<file path="config.mk">
export PLATFORM = sky130hd
export DESIGN_NAME = sram_arbiter
export DESIGN_NICKNAME = d
export VERILOG_FILES = /design/src/rtl/sram_arbiter.sv
export SDC_FILE = /design/constraint.sdc
export NUM_CORES = 1
export LEC_CHECK = 0
export ABC_AREA = 0
export CORE_AREA = 2 2 130 132
export CTS_CLUSTER_DIAMETER = 80
export CTS_CLUSTER_SIZE = 16
export DETAILED_ROUTE_END_ITERATION = 10
export DIE_AREA = 0 0 132 134
export HOLD_SLACK_MARGIN = 0.06
export PLACE_DENSITY = 0.76
export REMOVE_ABC_BUFFERS = 1
export SETUP_SLACK_MARGIN = 0.3
export SLEW_MARGIN = 20
export SYNTH_ARGS = -nofsm -noshare
export SYNTH_HDL_FRONTEND = slang
export SYNTH_SLANG_ARGS = --single-unit
</file>
<file path="constraint.sdc">
create_clock -name clk -period 4 [get_ports clk]
set_input_delay 0.8 -clock clk [delete_from_list [all_inputs] [get_ports clk]]
set_output_delay 0.8 -clock clk [all_outputs]
set_load 0.1 [all_outputs]
</file>
<file path="src/rtl/sram_arbiter.sv">
// Two-port arbiter in front of a single SRAM controller: one command in flight,
// IDLE -> ISSUE -> WAIT -> ACK. Define SRAM_ARB_RR_EN for round-robin contention.
module sram_arbiter #(
    parameter int ADDR_W  = 32,
    parameter int RDATA_W = 64
) (
    input  logic               clk,
    input  logic               rst,
    input  logic               req0_rd_en,
    input  logic               req0_wr_en,
    input  logic [ADDR_W-1:0]  req0_addr,
    input  logic [31:0]        req0_wdata,
    input  logic               req1_rd_en,
    input  logic               req1_wr_en,
    input  logic [ADDR_W-1:0]  req1_addr,
    input  logic [31:0]        req1_wdata,
    output logic               ack0,
    output logic               ack1,
    output logic [RDATA_W-1:0] rdata,
    output logic               sram_rd_en,
    output logic               sram_wr_en,
    output logic [ADDR_W-1:0]  sram_addr,
    output logic [31:0]        sram_wdata,
    input  logic               sram_ready,
    input  logic [RDATA_W-1:0] sram_rdata,
    output logic               busy
);

    typedef enum logic [1:0] {IDLE, ISSUE, WAIT, ACK} state_t;

    state_t             state_reg, state_next;
    logic               grant_reg;
    logic               op_wr_reg;
    logic [ADDR_W-1:0]  addr_reg;
    logic [31:0]        wdata_reg;
    logic [RDATA_W-1:0] rdata_reg;
    logic               winner;

    logic [1:0] rd_vec, wr_vec, req_vec, ack_vec;

    assign rd_vec = {req1_rd_en, req0_rd_en};
    assign wr_vec = {req1_wr_en, req0_wr_en};

    generate
        for (genvar gi = 0; gi < 2; gi++) begin : g_port
            assign req_vec[gi] = rd_vec[gi] | wr_vec[gi];
            assign ack_vec[gi] = (state_reg == ACK) && (grant_reg == 1'(gi));
        end
    endgenerate

`ifdef SRAM_ARB_RR_EN
    logic last_grant_reg;
`endif

    always_comb begin
        winner = 1'b0;
        if (req_vec == 2'b10) begin
            winner = 1'b1;
        end
`ifdef SRAM_ARB_RR_EN
        // On contention the port that did not win last time goes first.
        else if (req_vec == 2'b11) begin
            winner = ~last_grant_reg;
        end
`endif
    end

    always_comb begin
        state_next = state_reg;
        case (state_reg)
            IDLE:  if (|req_vec) state_next = ISSUE;
            ISSUE: state_next = WAIT;
            WAIT:  if (sram_ready) state_next = ACK;
            ACK:   state_next = IDLE;
            default: state_next = IDLE;
        endcase
    end

    always_ff @(posedge clk) begin
        if (rst) begin
            state_reg <= IDLE;
            grant_reg <= 1'b0;
            op_wr_reg <= 1'b0;
            addr_reg  <= '0;
            wdata_reg <= '0;
            rdata_reg <= '0;
`ifdef SRAM_ARB_RR_EN
            last_grant_reg <= 1'b1;
`endif
        end else begin
            state_reg <= state_next;
            if (state_reg == IDLE && |req_vec) begin
                grant_reg <= winner;
                // rd_en together with wr_en counts as a write
                op_wr_reg <= wr_vec[winner];
                addr_reg  <= winner ? req1_addr  : req0_addr;
                wdata_reg <= winner ? req1_wdata : req0_wdata;
`ifdef SRAM_ARB_RR_EN
                last_grant_reg <= winner;
`endif
            end
            if (state_reg == WAIT && sram_ready && !op_wr_reg) begin
                rdata_reg <= sram_rdata;
            end
        end
    end

    assign sram_rd_en = (state_reg == ISSUE || state_reg == WAIT) && !op_wr_reg;
    assign sram_wr_en = (state_reg == ISSUE || state_reg == WAIT) &&  op_wr_reg;
    assign sram_addr  = addr_reg;
    assign sram_wdata = wdata_reg;
    assign rdata      = rdata_reg;
    assign ack0       = ack_vec[0];
    assign ack1       = ack_vec[1];
    assign busy       = (state_reg != IDLE);

endmodule

</file>
# --- After elaboration in Yosys (flattened, before gate mapping) ---
# Index checks and enable logic that the tools add are counted.
# W data, S select, Z words.
word_totals:
  regBits: 132
  wordCells: 37
  out_inout_bits: 133
op_classes:
  n_mux: 8
  eq_ne: 6
  n_reduce_logical: 13
  n_bitwise: 3
  magnitude_cmp: 1
op_table:
  columns: ["op", "count"]
  rows:
  - ["$mux W32", 2]
  - ["$pmux W2 S4", 1]
  - ["$logic_and A1 B1 Y1", 7]
  - ["$eq A2 B2 Y1 const B", 3]
  - ["$mux W2", 2]
  - ["$ne A2 B2 Y1 const B", 2]
  - ["$mux W1", 3]
  - ["$eq A2 B1 Y1 const B", 1]
  - ["$logic_not A2 Y1", 1]
  - ["$lt A1 B2 Y1 const B", 1]
  - ["$or A1 B1 Y1", 2]
  - ["$reduce_and A2 Y1", 1]
  - ["$reduce_bool A2 Y1", 1]
  - ["$reduce_or A2 Y1", 1]
  - ["$logic_not A1 Y1", 1]
  - ["$logic_or A1 B1 Y1", 1]
  - ["$not A1 Y1", 1]

# --- Logic depth before layout (Yosys ltp) ---
# Gate-level depths: netlist of run 1.
logic_depth:
  ltp_word: 5
  ltp_mapped: 8
  depth_no_buf: 5

# --- Worst setup path after synthesis of run 1 ---
# No wires, ideal clock.
synth_timing:
  path_kind: "register to output"
  from: "register state_reg[1]"
  to: "output sram_rd_en"
  t_arrival_ps: 2037
  stages_incl_launch_ff: 4
  path_slack_ps: 1163
  t_required_ps: 3200
  cell_sequence: "dfxtp_1 > inv_1 > ha_1 > nor2b_1"
synth_via:
  elab_chain_cells: 3
synth_rtl:
  columns: ["element", "line_no", "rtl"]
  rows:
  - ["from (decl)", "31", "state_t state_reg, state_next;"]
  - ["from (signal assigned)", "91", "state_reg <= state_next;"]
  - ["$eq A2 B1 Y1 / $eq A2 B2 Y1 (equally long branches)", "108", "assign sram_rd_en = (state_reg == ISSUE || state_reg == WAIT) && !op_wr_reg;"]
  - ["$logic_or A1 B1 Y1 *", "108", null]
  - ["$logic_and A1 B1 Y1 *", "108", null]
  - ["to (decl)", "20", "output logic sram_rd_en,"]
# Mark *: on every way between the ends. The rest lies on a longest branch, timed or not.

# --- Worst setup path in the final report of run 1 ---
layout_timing:
  from: "register state_reg[1]"
  to: "output ack0"
layout_via:
  elab_chain_cells: 2
layout_rtl:
  columns: ["element", "line_no", "rtl"]
  rows:
  - ["$eq A2 B2 Y1", "47", "assign ack_vec[gi] = (state_reg == ACK) && (grant_reg == 1'(gi));"]
  - ["$logic_and A1 B1 Y1", "47", null]
  - ["to (decl)", "17", "output logic ack0,"]
# No other way between the ends.

==> metrics.yaml, run 1 <==
drt_iter0_markers: 259
cp-start-kind: "flip-flop"
core_sq_um: 16300
dpl-instance-area_sq_um: 9230
die_h_um: 134
p_int_mw: 3.81
rows: 47
hpwl_mm: 13.9
slew_viol_final: 0
cts-hold-fix-buffers: 0
cp.arrival_ps: 2270
final_common_cell: "clkdlybuf4s50_1"
seq_power_share_pct: 22.7
worst_setup_path_end_kind: "output port"
worstPathRequired_ps: 3200
mostFrequentLayoutCells: "327 x clkdlybuf4s50_1, 132 x dfxtp_1, 128 x nand2_1"
final_core_util_pct: 60.4
cts_resized: 0
r2r-start: "state_reg[0]$_SDFFE_PP0P_"
fmax_mhz: 326
synth_top_area_cell: "dfxtp_1"
clockBufferDepth: 2
yosys_warnings: 0
initial_core_util_pct: 35.6
r2r_setup_slack_ps: 1700
cts_inserted_buffers: 17
worst_slew_pin_slew_ps: 1060
status: "completed"
antenna_found_initial: 1
cp_slowest_cell: "clkdlybuf4s50_1"
largest_reg_flops: 64
place_ws_ps: 960
vias: 6127
cts_setup_buffers: 0
finalSetupTns_ps: 0
cts_tree: "done"
p_clk_share_pct: 20.2
grt_pass1_wl_mm: 30.6
antenna_left: 0
grt_pass1_vias: 5931
peakVddDrop_uv: 708
numPortBuffers: 331
wl_per_cell_um: 16.2
hold_viol_final: 0
slowest_delay_ps: 1170
p_sw_share_pct: 52.2
drc_errors: 0
wirelength_mm: 19.5
setup_viol: 0
clk_pin_slew_ps: 60
finish.instance_area_sq_um: 9840
synth_top_cell_area_share_pct: 45.6
synthToLayoutAreaGrowth_pct: 69.8
first_pass_iters: 4
power_per_cell_area_nw_per_um2: 810
drt-vias-per-instance: 5.08
crit_start: "state_reg[1]$_SDFFE_PP0P_"
cp_cell_sequence: "ha_1 -> nor2b_1 -> clkdlybuf4s50_1"
synth.area.top_cells: "dfxtp_1 46%, a311oi_2 15%, nand2_1 8.3%, a21oi_1 5.7%, nand3_1 5.6%"
crit_end: "ack0"
timing.final.crit_period_ps: 3070
worst_slack_ps: 932
holdWs_ps: 451
min_period_over_period_pct: 76.7
grt_overflow: 0
clkSinkCount: 132
syn_area_sq_um: 5790
grt_max_degree: 71
ys_seq_area_share_pct: 45.6
nFillCells: 1418
clock_skew_ps: 10.6
worstPathMaxFanout: 4
power_frac_comb_pct: 57.1
die_w_um: 132
rsz0062_at_grt: "false"
drive_gt1_share_pct: 11.6
syn_area_per_cell_sq_um: 8.51
num-nets-final: 1175
dieArea_sq_um: 17700
rr_worst_depth: 6
worstSetupPathType: "flip-flop to output port"
slew_headroom_pct: 29.3
min_path_type: "flip-flop to flip-flop"
power.switching_mw: 4.16
ioPinCount: 332
syn_inst: 681
htree_levels: 4
reg2reg_to: "sram_addr[21]$_SDFFE_PP0P_"
p_leak_nw: 3.35
grt_usage_pct: 21.6
routabilityCongestion: 0.802
synth_cell_type_count: 26
root_buffer: "clkbuf_16"
synth.ff_latch_count: 132
maxCapViolations: 0
clock_latency_ps: 410
[cell usage after synthesis (all sizes together)]
| cell type | count |
|---|---|
| o41a | 1 |
| nor2 | 67 |
| inv | 5 |
| mux2i | 1 |
| clkbuf | 44 |
| dfxtp | 132 |
| o32ai | 1 |
| or2 | 2 |
| buf | 27 |
| a211oi | 1 |
| a21oi | 66 |
| nor2b | 2 |
| nand2 | 128 |
| and3b | 1 |
| a221oi | 1 |
| o21ai | 64 |
| a311oi | 64 |
| nand2b | 3 |
| and2 | 2 |
| nand3 | 65 |
| nand3b | 1 |
| ha | 3 |
[worst min path at each step]
stage                                       from                endpoint  slack, ps  cells past startpoint
after floorplan           grant_reg$_SDFFE_PP0P_  grant_reg$_SDFFE_PP0P_        450                      2
after global placement    rdata[15]$_SDFFE_PP0P_  rdata[15]$_SDFFE_PP0P_        440                      2
after detailed placement  rdata[59]$_SDFFE_PP0P_  rdata[59]$_SDFFE_PP0P_        450                      2
after CTS                 rdata[54]$_SDFFE_PP0P_  rdata[54]$_SDFFE_PP0P_        450                      2
after global routing      rdata[54]$_SDFFE_PP0P_  rdata[54]$_SDFFE_PP0P_        470                      2
final                     rdata[62]$_SDFFE_PP0P_  rdata[62]$_SDFFE_PP0P_        450                      2
[worst max-delay path: cells and delay by family (launching register included)]
kind | cells | cell delay, ps
adder cells (fa/ha/maj) | 1 | 180
buffers and inverters | 1 | 1170
flip-flops | 1 | 380
AND/OR/NAND/NOR | 1 | 130
[area by class of cell]
type                    instances  area, sq um  share of cell area [%]
diodes                          1         2.50                  0.0254
clock buffers                  18          429                    4.36
clock inverters                14          176                    1.79
inverters                       5         18.8                   0.191
multi-input cells             473         2820                    28.6
flip-flops and latches        132         2640                    26.9
well taps                     220          275                    2.80
repair buffers                344         3480                    35.4
[stage by stage]
step | cells | power, mW
floorplan | 610 | 5.24
global placement | 1174 | 6.34
detailed placement | 1174 | 6.39
CTS | 1206 | 8.03
global route | 1207 | 8.28
finish | 1207 | 7.97
[power by group through the flow]
| stage | clock [mW] | sequential (mW) | combinational (mW) |
|---|---|---|---|
| 2_1_floorplan | 0 | 3.99 | 1.25 |
| 3_3_place_gp | 0 | 1.83 | 4.51 |
| 3_5_place_dp | 0 | 1.84 | 4.56 |
| 4_1_cts | 1.65 | 1.81 | 4.57 |
| 5_1_grt | 1.70 | 1.85 | 4.74 |
| 6_report | 1.61 | 1.81 | 4.55 |
[routing by layer]
metal	GRT usage, %	routed length (um)
met3	8.69	1910
met2	37.4	9640
met5	0	0
met4	8.39	484
met1	23.7	7480
[kinds of logic (layout without fill, tap and decap cells)]
logic type      after synthesis  count (layout)  synth area share (%)
other cells                   0               1                     0
fa+ha+maj                     3               3                 0.648
simple gates                271             271                  19.5
buf+inv                      76             381                  6.05
compound gates              198             198                  28.0
flops                       132             132                  45.6
mux                           1               1                 0.173
Note: power is estimated with default switching activity, not from simulation.
==> inputs of run 2 (changes only) <==
Settings changed: CORE_AREA 2 2 130 132 to 2 2 131 133, DIE_AREA 0 0 132 134 to 0 0 133 135, PLACE_DENSITY 0.76 to 0.75.
Clock period 4 ns to 3 ns, I/O delays scaled along.
==> run 2 against run 1 <==
Net effect: via count is 1.3% lower; die area grew 1.5%; sequential power grew 34%; non-clock buffer count did not move; register-to-register slack worse by 550 ps; first-iteration DRC count fell by 15%; hold slack better by 1.5 ps; final cell count about the same; flip-flop and latch count is the same; combinational power rose by 28%; largest cell class unchanged.
==> metrics.yaml, run 2 (synthesis results as in run 1) <==
num-nets-final: 1175  # unchanged
rsz0062_at_grt: "false"
grt_usage_pct: 21.0  # -0.59 points
mostFrequentLayoutCells: "197 x clkdlybuf4s50_1, 141 x buf_4, 132 x dfxtp_1"
vias: 6050  # -1.3%
wl_per_cell_um: 16.1  # -0.52%
peakVddDrop_uv: 807  # +14%
place_ws_ps: 566  # -395 ps
largest_reg_flops: 64  # unchanged
fmax_mhz: 455
min_path_type: "flip-flop to flip-flop"
hpwl_mm: 13.2  # -4.8%
r2r-start: "state_reg[0]$_SDFFE_PP0P_"
die_w_um: 133  # +0.76%
cp_top_family: "flip-flops"
rows: 47  # unchanged
cts-hold-fix-buffers: 0  # unchanged
worstPathMaxFanout: 4  # unchanged
clk_pin_slew_ps: 60  # about the same
cp.arrival_ps: 1600  # -670 ps
antenna_found_initial: 0  # -1
clock_skew_ps: 10.5  # -0.188 ps
nFillCells: 1488  # +4.9%
hold_viol_final: 0  # unchanged
slew_viol_final: 0  # unchanged
htree_levels: 4  # unchanged
worst_setup_path_end_kind: "output port"
grt_max_degree: 132  # +86%
cts_resized: 0  # unchanged
clockBufferDepth: 2  # unchanged
r2r_setup_slack_ps: 1150  # -550 ps
status: "completed"
drt_iter0_markers: 219  # -15%
clock_latency_ps: 420  # about the same
final_common_cell: "clkdlybuf4s50_1"
cts_tree: "done"
cts_inserted_buffers: 17  # unchanged
reg2reg_to: "sram_wdata[15]$_SDFFE_PP0P_"
worst_slack_ps: 803  # -129 ps
cp-start-kind: "flip-flop"
cp_cell_sequence: "inv_1 -> ha_1 -> nor2b_1 -> buf_4"
die_h_um: 135  # +0.75%
maxCapViolations: 0  # unchanged
drive_gt1_share_pct: 24.7  # +13 points
initial_core_util_pct: 35.3  # -0.25 points
grt_pass1_wl_mm: 29.9  # -2.2%
grt_overflow: 0  # unchanged
worst_slew_pin_slew_ps: 702  # -354 ps
gr-usage-met3_pct: 7.13  # -1.6 points
numPortBuffers: 331  # unchanged
dieArea_sq_um: 18000  # +1.5%
power_per_cell_area_nw_per_um2: 1100  # +36%
globalRouteMet1Util_pct: 22.9  # -0.80 points
min_period_over_period_pct: 73.2
p_leak_nw: 3.60  # +7.4%
routabilityCongestion: 0.759  # -5.3%
synthToLayoutAreaGrowth_pct: 64.6
gr-max-usage-layer: "met2"
diodes: 0  # -1
core_sq_um: 16400  # +0.72%
wirelength_mm: 19.4  # -0.60%
whs_path_depth: 2  # unchanged
holdWs_ps: 452  # +1.51 ps
timing.final.crit_period_ps: 2200
clkSinkCount: 132  # unchanged
worstPathRequired_ps: 2400  # -800 ps
cp_num_buf_inv: 2  # +1
min-delay-start: "rdata[49]$_SDFFE_PP0P_"
drt-vias-per-instance: 5.02  # -1.2%
rr_worst_depth: 6  # unchanged
root_buffer: "clkbuf_16"
antenna_left: 0  # unchanged
grtUsageMet2_pct: 37.1  # -0.28 points
cp_slowest_cell: "dfxtp_1"
slew_headroom_pct: 53.2  # +24 points
cts_setup_buffers: 0  # unchanged
drc_errors: 0  # unchanged
grt_pass1_vias: 5979  # +0.81%
first_pass_iters: 4  # unchanged
worstHoldEndpoint: "rdata[49]$_SDFFE_PP0P_"
ioPinCount: 332  # unchanged
slowest_delay_ps: 380  # -790 ps
setup_viol: 0  # unchanged
worstSetupPathType: "flip-flop to output port"
crit_start: "state_reg[1]$_SDFFE_PP0P_"
## run 2: cell types whose count changed in the layout (fill, tap and decap cells not counted), sizes merged
cell | before | now
clkdlybuf4s50 | 327 | 197
clkbuf | 18 | 19
buf | 17 | 147
diode | 1 | 0
clkinvlp | 2 | 0
bufinv | 3 | 4
clkinv | 5 | 6
inv | 9 | 8
## run 2: how the worst max path moves through the flow
stage / cells after the start / slack (ps) / endpoint
2_1_floorplan: 2 / -1540 / sram_addr[0]$_SDFFE_PP0P_
3_3_place_gp: 5 / 620 / sram_wdata[19]$_SDFFE_PP0P_
3_5_place_dp: 5 / 570 / sram_wdata[16]$_SDFFE_PP0P_
4_1_cts: 4 / 780 / sram_rd_en
5_1_grt: 4 / 690 / sram_rd_en
6_report: 4 / 800 / sram_rd_en
## run 2: layer usage
metal	vias up	wire length [um]
li1	2988	-
met1	2775	7540
met2	253	9640
met3	34	1740
met4	0	476
met5	-	0
## run 2: area by class of cell
type | count | area, sq um | share of cell area (%)
clock buffers | 19 | 443 | 4.65
repair buffers | 344 | 3140 | 32.9
clock inverters | 13 | 198 | 2.07
inverters | 5 | 18.8 | 0.197
multi-input cells | 473 | 2820 | 29.5
flip-flops and latches | 132 | 2640 | 27.7
well taps | 220 | 275 | 2.89
## run 2: report_power, final
part,leakage (nW),switching [mW],internal (mW),total [mW]
Combinational,2.20,4.46,1.38,5.84
Sequential,1.08,0.228,2.19,2.42
Clock,0.314,0.828,1.43,2.26
Total,3.60,5.52,5.00,10.5
## run 2: tightest hold or removal path, stage by stage, from the launching register on
cell,delay (ps)
dfxtp_1,310
nand2_1,50
a21oi_1,50
## run 2: per-stage QoR
stage	cells	setup TNS [ps]	total power [mW]	util, %	area, sq um
2_1_floorplan	610	-101200	6.22	-	5460
3_3_place_gp	1174	0	8.27	54.2	8890
3_5_place_dp	1174	0	8.33	54.2	8890
4_1_cts	1206	0	10.6	58.1	9540
5_1_grt	1206	0	10.9	58.1	9540
6_report	1206	0	10.5	58.1	9540
==> inputs of run 3 (changes only) <==
Settings changed: CORE_AREA 2 2 131 133 to unset, CORE_UTILIZATION set to 35, DIE_AREA 0 0 133 135 to unset, PLACE_DENSITY 0.75 to 0.78.
Clock period 3 ns to 2.01 ns, I/O delays scaled along.
==> run 3 against run 2 <==
Net effect: final cell count increased by 0.75%; setup slack got worse by 590 ps; count of clock-buffer cells in the layout is 2 lower; clock power is 40% higher; via count is 2.2% higher; non-clock buffer count grew 13; critical path type unchanged; critical endpoint unchanged; largest cell class unchanged; highest routed layer unchanged.
==> metrics.yaml, run 3 (synthesis results as in run 1) <==
status: "completed"
first_pass_iters: 4  # unchanged
clock_skew_ps: 8.83  # -1.62 ps
worst_slew_pin_slew_ps: 467  # -235 ps
hold_viol_final: 0  # unchanged
cp-start-kind: "flip-flop"
finalSetupTns_ps: 0  # unchanged
cp.depth: 4  # unchanged
synthToLayoutAreaGrowth_pct: 69.4
clock_latency_ps: 410  # about the same
rows: 46  # -2.1%
routabilityCongestion: 0.748  # -1.4%
numPortBuffers: 331  # unchanged
drc_errors: 0  # unchanged
die_w_um: 131  # -1.8%
setup_viol: 0  # unchanged
grt_pass1_wl_mm: 29.0  # -3.1%
wirelength_mm: 20.1  # +3.5%
largest_reg_flops: 64  # unchanged
cp_cell_sequence: "inv_2 -> ha_4 -> nor2b_4 -> buf_12"
whs_path_depth: 2  # unchanged
cp.arrival_ps: 1400  # -200 ps
root_buffer: "clkbuf_16"
finalPower_mw: 16.1  # +53%
rsz0062_at_grt: "true"
final_common_cell: "clkdlybuf4s50_1"
final_cells: 1215  # +0.75%
clockBufferDepth: 2  # unchanged
worstSetupPathType: "flip-flop to output port"
ioPinCount: 332  # unchanged
die_h_um: 131  # -3.2%
p_leak_nw: 3.71  # +3.0%
grt_pass1_vias: 5564  # -6.9%
antenna_left: 0  # unchanged
timing.final.crit_period_ps: 1800
cts-hold-fix-buffers: 0  # unchanged
clk_pin_slew_ps: 60  # about the same
worstPathMaxFanout: 3  # -1
cp_num_buf_inv: 2  # unchanged
drive_gt1_share_pct: 26.9  # +2.2 points
cp_top_family: "flip-flops"
clkSinkCount: 132  # unchanged
dieArea_sq_um: 17100  # -4.9%
cts_tree: "done"
initial_core_util_pct: 36.2  # +0.90 points
core_sq_um: 16000  # -2.5%
hpwl_mm: 13.8  # +4.8%
diodes: 0  # unchanged
power_per_cell_area_nw_per_um2: 1640  # +49%
final_core_util_pct: 61.3  # +3.2 points
cts_inserted_buffers: 17  # unchanged
num-nets-final: 1188  # +1.1%
grt_usage_pct: 22.0  # +1.0 points
antenna_found_initial: 0  # unchanged
grt_max_degree: 95  # -28%
slew_headroom_pct: 68.9  # +16 points
rr_worst_depth: 6  # unchanged
holdWs_ps: 411  # -41.2 ps
dp.cells: 1179  # +0.43%
mostFrequentLayoutCells: "197 x clkdlybuf4s50_1, 141 x buf_4, 130 x dfxtp_1"
min_path_type: "input pin to flip-flop"
min_period_over_period_pct: 89.5
slew_viol_final: 0  # unchanged
slowest_delay_ps: 350  # -30 ps
drt_iter0_markers: 369  # +68%
worst_setup_path_end_kind: "output port"
grt_overflow: 0  # unchanged
peakVddDrop_uv: 975  # +21%
drt-vias-per-instance: 5.09  # +1.4%
worstPathRequired_ps: 1610  # -790 ps
wl_per_cell_um: 16.5  # +2.7%
fmax_mhz: 556
htree_levels: 4  # unchanged
vias: 6182  # +2.2%
cp_slowest_cell: "dfxtp_2"
maxCapViolations: 0  # unchanged
[run 3: changes by cell type in the layout (fill, tap and decap cells not counted), moves of 3 or more]
cell / before / now
inv_1: 5 / 2
inv_2: 0 / 3
buf_12: 5 / 16
clkinvlp_4: 0 / 3
[run 3: metrics by stage]
step | setup slack, ps | cell area [sq um]
5_1_grt | 162 | 9810
3_5_place_dp | -115 | 9110
6_report | 211 | 9810
4_1_cts | 196 | 9760
2_1_floorplan | -2480 | 5460
3_3_place_gp | -32.5 | 9110
[run 3: final timing paths]
path,startpoint,to,slack [ps]
max reg2reg,state_reg[1]$_SDFFE_PP0P_,sram_addr[17]$_SDFFE_PP0P_,460
min,rst,rdata[19]$_SDFFE_PP0P_,410
max,state_reg[1]$_SDFFE_PP0P_,sram_rd_en,210
min reg2reg,rdata[10]$_SDFFE_PP0P_,rdata[10]$_SDFFE_PP0P_,450
[run 3: cell type report]
type,count,area (sq um)
inverter,5,18.8
multi-input combinational,473,2860
tap,216,270
clock inverter,15,180
timing repair buffer,357,3410
fill,1383,6190
sequential,132,2650
clock buffer,17,425
[run 3: where the power goes]
group | internal (mW) | leakage (nW) | switching (mW)
registers | 3.28 | 1.08 | 0.362
clock network | 1.96 | 0.290 | 1.20
logic | 2.44 | 2.34 | 6.87
[run 3: worst reg2reg max path, stage by stage (launching register included)]
cell,delay [ps]
dfxtp_2,330
inv_2,70
ha_4,160
o41a_4,240
clkbuf_16,330
nor2_1,100
a311oi_2,230
[run 3: per-layer routing]
layer / routed length [um] / GRT usage [%] / up-vias / share of wire, %
li1: - / - / 3011 / -
met1: 7810 / 25.2 / 2898 / 39
met2: 10200 / 38.8 / 253 / 51
met3: 1670 / 6.51 / 20 / 8.3
met4: 342 / 7.84 / 0 / 1.7
met5: 0 / 0 / - / 0
[run 3: repair_timing]
action | 4_1_cts | 5_1_grt
gates cloned | 0 | 1
pin swaps | 1 | 0
setup endpoints to repair | 50 | 39
gates resized for setup | 10 | 5
setup buffers | 2 | 1
